### src/rtl/bf_core.sv
// Brainfuck core: fetches ASCII instructions from a 1-cycle sync ROM, operates on
// cells in a 1-cycle sync RAM and strobes output bytes; loops resolved by pc scanning.
module bf_core #(
  parameter int DATA_ADDR_WIDTH  = 16,
  parameter int DATA_VALUE_WIDTH = 32,
  parameter int PROG_ADDR_WIDTH  = 16,
  parameter int PROG_VALUE_WIDTH = 10
) (
  input  logic                        clk,
  input  logic                        reset,
  input  logic                        en,
  output logic [PROG_ADDR_WIDTH-1:0]  prog_addr,
  output logic                        prog_ren,
  input  logic [PROG_VALUE_WIDTH-1:0] prog_rval,
  output logic [DATA_ADDR_WIDTH-1:0]  data_addr,
  output logic                        data_ren,
  output logic                        data_wen,
  output logic [DATA_VALUE_WIDTH-1:0] data_wval,
  input  logic [DATA_VALUE_WIDTH-1:0] data_rval,
  output logic [7:0]                  stdout,
  output logic                        stdout_en
);

  localparam logic [7:0] OP_RIGHT = 8'h3E;
  localparam logic [7:0] OP_LEFT  = 8'h3C;
  localparam logic [7:0] OP_INC   = 8'h2B;
  localparam logic [7:0] OP_DEC   = 8'h2D;
  localparam logic [7:0] OP_OUT   = 8'h2E;
  localparam logic [7:0] OP_OPEN  = 8'h5B;
  localparam logic [7:0] OP_CLOSE = 8'h5D;
  localparam logic [7:0] OP_HALT  = 8'h00;

  localparam logic [PROG_ADDR_WIDTH-1:0]  P_ONE = 1;
  localparam logic [DATA_ADDR_WIDTH-1:0]  A_ONE = 1;
  localparam logic [DATA_VALUE_WIDTH-1:0] V_ONE = 1;

  typedef enum logic [2:0] {
    S_FETCH, S_DECODE, S_LOAD, S_EXEC, S_SFETCH, S_SDEC, S_HALT
  } state_t;

  state_t                     state, state_nxt;
  logic [PROG_ADDR_WIDTH-1:0] pc, pc_nxt;
  logic [DATA_ADDR_WIDTH-1:0] dp, dp_nxt;
  logic [PROG_ADDR_WIDTH-1:0] depth, depth_nxt, scan_depth;
  logic                       back, back_nxt;
  logic [7:0]                 ir, ir_nxt;
  logic [7:0]                 stdout_nxt;
  logic                       stdout_en_nxt;
  logic [7:0]                 op;

  assign op        = prog_rval[7:0];
  assign prog_addr = pc;
  assign data_addr = dp;
  assign prog_ren  = en && (state == S_FETCH || state == S_SFETCH);
  assign data_ren  = en && (state == S_LOAD);
  assign data_wen  = en && (state == S_EXEC) && (ir == OP_INC || ir == OP_DEC);
  assign data_wval = (ir == OP_DEC) ? data_rval - V_ONE : data_rval + V_ONE;

  // Bracket nesting seen while scanning; the scan direction decides which bracket opens.
  always_comb begin
    scan_depth = depth;
    if (op == OP_OPEN)  scan_depth = back ? depth - P_ONE : depth + P_ONE;
    if (op == OP_CLOSE) scan_depth = back ? depth + P_ONE : depth - P_ONE;
  end

  always_comb begin
    state_nxt     = state;
    pc_nxt        = pc;
    dp_nxt        = dp;
    depth_nxt     = depth;
    back_nxt      = back;
    ir_nxt        = ir;
    stdout_nxt    = stdout;
    stdout_en_nxt = 1'b0;
    case (state)
      S_FETCH:  state_nxt = S_DECODE;
      S_DECODE: begin
        ir_nxt = op;
        case (op)
          OP_HALT: state_nxt = S_HALT;
          OP_INC, OP_DEC, OP_OUT, OP_OPEN, OP_CLOSE: state_nxt = S_LOAD;
          default: begin
            if (op == OP_RIGHT) dp_nxt = dp + A_ONE;
            if (op == OP_LEFT)  dp_nxt = dp - A_ONE;
            pc_nxt    = pc + P_ONE;
            state_nxt = S_FETCH;
          end
        endcase
      end
      S_LOAD:   state_nxt = S_EXEC;
      S_EXEC: begin
        pc_nxt    = pc + P_ONE;
        state_nxt = S_FETCH;
        if (ir == OP_OUT) begin
          stdout_nxt    = data_rval[7:0];
          stdout_en_nxt = 1'b1;
        end
        if (ir == OP_OPEN && data_rval == '0) begin
          depth_nxt = P_ONE;
          back_nxt  = 1'b0;
          state_nxt = S_SFETCH;
        end
        if (ir == OP_CLOSE && data_rval != '0) begin
          depth_nxt = P_ONE;
          back_nxt  = 1'b1;
          pc_nxt    = pc - P_ONE;
          state_nxt = S_SFETCH;
        end
      end
      S_SFETCH: state_nxt = S_SDEC;
      S_SDEC: begin
        depth_nxt = scan_depth;
        if (op == OP_HALT) begin
          state_nxt = S_HALT;
        end else if (scan_depth == '0) begin
          // Both directions resume just past the bracket that closed the scan.
          pc_nxt    = pc + P_ONE;
          state_nxt = S_FETCH;
        end else begin
          pc_nxt    = back ? pc - P_ONE : pc + P_ONE;
          state_nxt = S_SFETCH;
        end
      end
      default:  state_nxt = S_HALT;
    endcase
  end

  always_ff @(posedge clk or posedge reset) begin
    if (reset) begin
      state     <= S_FETCH;
      pc        <= '0;
      dp        <= '0;
      depth     <= '0;
      back      <= 1'b0;
      ir        <= '0;
      stdout    <= '0;
      stdout_en <= 1'b0;
    end else if (en) begin
      state     <= state_nxt;
      pc        <= pc_nxt;
      dp        <= dp_nxt;
      depth     <= depth_nxt;
      back      <= back_nxt;
      ir        <= ir_nxt;
      stdout    <= stdout_nxt;
      stdout_en <= stdout_en_nxt;
    end
  end

endmodule

### config.mk
export PLATFORM = sky130hd
export DESIGN_NAME = bf_core
export DESIGN_NICKNAME = d
export VERILOG_FILES = /design/src/rtl/bf_core.sv
export SDC_FILE = /design/constraint.sdc
export NUM_CORES = 1
export LEC_CHECK = 0
export BUFFER_PORTS_ARGS = -buffer_cell sky130_fd_sc_hd__buf_4
export CORE_MARGIN = 3
export CORE_UTILIZATION = 25
export CTS_CLUSTER_SIZE = 30
export DETAILED_ROUTE_END_ITERATION = 10
export SETUP_SLACK_MARGIN = 0.15
export SYNTH_ARGS = -nofsm -noshare
export SYNTH_HDL_FRONTEND = slang
export SYNTH_SLANG_ARGS = --single-unit
export TNS_END_PERCENT = 100
### constraint.sdc
create_clock -name clk -period 7.1 [get_ports clk]
set_clock_uncertainty 0.15 [all_clocks]
set_input_delay 0.71 -clock clk [delete_from_list [all_inputs] [get_ports clk]]
set_output_delay 0.71 -clock clk [all_outputs]
set_load 0.03 [all_outputs]
==> reports/qor.csv <==
stage,metric,value,unit
cts,htree_num_levels,3,
timing,whs,0.323,ns
detailed_routing,drt_pass1_iterations,5,
cts,post_cts.repair.setup_buffers,0,
placement,placed_cells,1260,
cts,clock-sinks,69,
floorplanning,rows,59,
cts,cts_resized,0,
floorplanning,core-area,26400,um2
global_routing,first_global_vias,6328,
timing,post-route-period-util,0.839,
detailed_routing,ant_nets,0,
setup_path,crit_buf_inv,4,
setup_path,cp_top_family,compound AO/OA/AOI/OAI gates,
global_routing,grt_use_met3,0.0257,
placement,io_buffer_count,118,
cells_and_area,final_cell_mix,"125 x buf_4, 78 x nand2_1, 69 x dfrtp_1",
timing,slew-limit-headroom,0.355,
setup_path,slowest_stage,nor2_2,
cts,tritoncts,built,
synth,ys_warn_count,0,
cts,cts_hold_buf,0,
global_routing,antenna_found_initial,0,
cts,clkLatencyLatePin,0.34,ns
cts,clk_pin_slew_worst_paths,0.06,ns
synth,synthFlopType,dfrtp_1,
detailed_routing,vias,6664,
synth,syn_avg_cell_area,8.03,um2
placement,detailed_place_hpwl,15.3,mm
synth,synth-seq-cells,69,
cells_and_area,fin_cells,1276,
cells_and_area,antenna_cells,0,
detailed_routing,first_iter_violations,518,
pwr,p_int,906,uW
setup_path,crit_required,6.24,ns
detailed_routing,vias_per_cell,5.22,
setup_path,worstSetupEndpointType,output port,
pwr,cellPowerDensity,173,nW/um2
global_routing,met2_usage,0.228,
placement,gp_congestion,0.888,
cts,numCtsBuffers,9,
synth,synth_adder_area_share,0.0939,
detailed_routing,routedWlPerCell,16.0,um
timing,drv_slew,0,
timing,fin_crit,5.95,ns
floorplanning,start_util,0.258,
pwr,swShare,0.366,
cts,cts_root_buf,clkbuf_16,
cells_and_area,syn_to_final_growth,21.2,%
cells_and_area,final_util,0.313,
pwr,p_sw,522,uW
synth,synthXorXnorAreaFrac,0.0886,
floorplanning,io_pins,121,
setup_path,cp-start-kind,flip-flop,
floorplanning,fp.dieW,171,um
synth,synth_compound_area_frac,0.220,
run_status,status,"finished, final reports clean",
hold_path,hp-class,reg2reg,
timing,setup_ws,1.15,ns
cells_and_area,fin_nets,1031,
pwr,irDropWorstVdd,0.0960,mV
setup_path,cp_data_arrival_time,5.09,ns
pwr,combPwrFrac,0.325,
synth,synth-simple-area-share,0.241,
synth,ys_seq_area_frac,0.253,
synth,synth_top_family_by_area,simple AND/OR/NAND/NOR gates,
run,maxCapViolCount,0,
pwr,p_clk_frac,0.324,
cells_and_area,ff_latch_area,1730,um2
global_routing,grt_max_degree,70,
cells_and_area,nFillCells,2831,
global_routing,gr-total-overflow,0,
global_routing,use_met1,0.179,
cts,clockBufferDepth,2,
global_routing,grt_pass1_wl,32.5,mm
cells_and_area,multiInputGateArea,4780,um2
floorplanning,die_y,171,um
synth,synth_mux_area_frac,0.0567,
synth,syn-num-nets,944,
pwr,power.leakage,0.00360,uW
cells_and_area,final_layout_size_suffix_gt1_frac,0.175,
detailed_routing,drc_errors,0,
detailed_routing,routed_wl,20.4,mm
timing,max_freq,168,MHz
cells_and_area,layout_commonest_cell,buf_4,
synth,async_flop_share,1.00,
global_routing,grt_use_total,0.135,
synth,ys_types,70,
setup_path,path_cells,nor4b_1 -> inv_1 -> nor2_2 -> buf_4 -> inv_1 -> fa_1 -> nor2b_1 -> o31a_1 -> o31a_1 -> o21ai_0 -> o211ai_1 -> a41oi_1 -> o311ai_0 -> a31oi_1 -> o21ai_0 -> xor2_1 -> buf_4,
setup_path,critPathKind,reg2out,
timing,rsz0062_at_grt,false,
timing,finalHoldViolCount,0,
global_routing,busiest_layer,met2,
timing,worst_slew_pin_slew,0.967,ns
placement,pre_cts_ws,1.38,ns
synth,synth_area,6820,um2
pwr,p_seq_frac,0.351,
timing,setup_viol,0,
floorplanning,dieArea,29300,um2
synth,synth-edff-count,0,
synth,synth_cells,849,
setup_path,cp_max_fo,12,
setup_path,cp_slowest_stage_delay,0.52,ns
timing,tns,0,ns
[cells in the mapped netlist (7+ instances only)]
library cell  number  area share
clkbuf_1          42       0.023
nor2b_1            7      0.0064
a211oi_1           8      0.0088
mux2i_1           24       0.035
a21oi_1           40       0.029
a21o_1            15       0.017
nor4_1            21       0.019
o22ai_1           10      0.0092
xnor2_1           50       0.064
nand4_1           13       0.012
nor2_1            69       0.038
or4_1              7      0.0077
o31ai_1           11       0.012
mux2_2            13       0.021
dfrtp_1           69        0.25
ha_1              48       0.088
nor3_1            30       0.022
o21ai_0           59       0.043
inv_1             30       0.017
o21a_1             9      0.0099
and3_1             9      0.0083
nand2b_1          10      0.0092
xor2_1            19       0.024
nand2_1           78       0.043
nand3_1           31       0.023
[power by group through the flow]
| stage | combinational (uW) | sequential [uW] | clock (uW) |
|---|---|---|---|
| after CTS | 468 | 501 | 481 |
| final | 465 | 501 | 462 |
| after floorplan | 321 | 501 | 0 |
| after global routing | 513 | 511 | 496 |
| after detailed placement | 466 | 508 | 0 |
| after global placement | 458 | 503 | 0 |
[final timing paths]
check,slack (ns),end,cells past startpoint,from
setup reg to reg,2.68,prog_addr[10],10,depth[8]
min in group asynchronous,0.52,data_addr[5],3,reset
hold / removal,0.32,data_addr[15],1,data_addr[15]
setup / recovery,1.15,data_wval[30],17,ir[4]
hold reg to reg,0.32,data_addr[15],1,data_addr[15]
max in group asynchronous,5.64,prog_addr[8],3,reset
[cells by family after synthesis]
| kind of cell | after synthesis |
|---|---|
| buffers and inverters | 79 |
| AOI/OAI and AO/OA | 225 |
| muxes | 37 |
| adders and majority gates | 50 |
| and+or+nand+nor | 320 |
| xor gates and xnor gates | 69 |
| DFF | 69 |
[layout make-up]
type,instances,share of cell area
clock inverters,4,0.00575
multi-input cells,701,0.578
flip-flops and latches,69,0.209
repair buffers,125,0.114
clock buffers,12,0.0298
well taps,335,0.0507
inverters,30,0.0136
[worst reg2reg max path: cells and delay by family, from the launching register on]
| kind | cells | cell delay (ns) |
|---|---|---|
| multiplexers | 1 | 0.28 |
| XOR/XNOR | 1 | 0.17 |
| AND/OR/NAND/NOR | 4 | 1.61 |
| AO/OA/AOI/OAI | 4 | 1.61 |
| flip-flops | 1 | 0.50 |
[through the flow]
stage               cell area [um2]  power [uW]
global placement               7970         961
global route                   8270        1520
finish                         8270        1430
CTS                            8270        1450
detailed placement             7970         974
floorplan                      6820         822
[flip-flops by register name (all words and copies together), names as in the netlist]
name       cells
data_addr     16
depth         16
prog_addr     16
ir             8
stdout         8
state          3
back           1
stdout_en      1
[metal layers]
metal / vias up / wire length, um
li1: 3341 / -
met1: 3127 / 9410
met2: 171 / 9650
met3: 25 / 1050
met4: 0 / 297
met5: - / 0
Power figures use the tool's default switching activity.
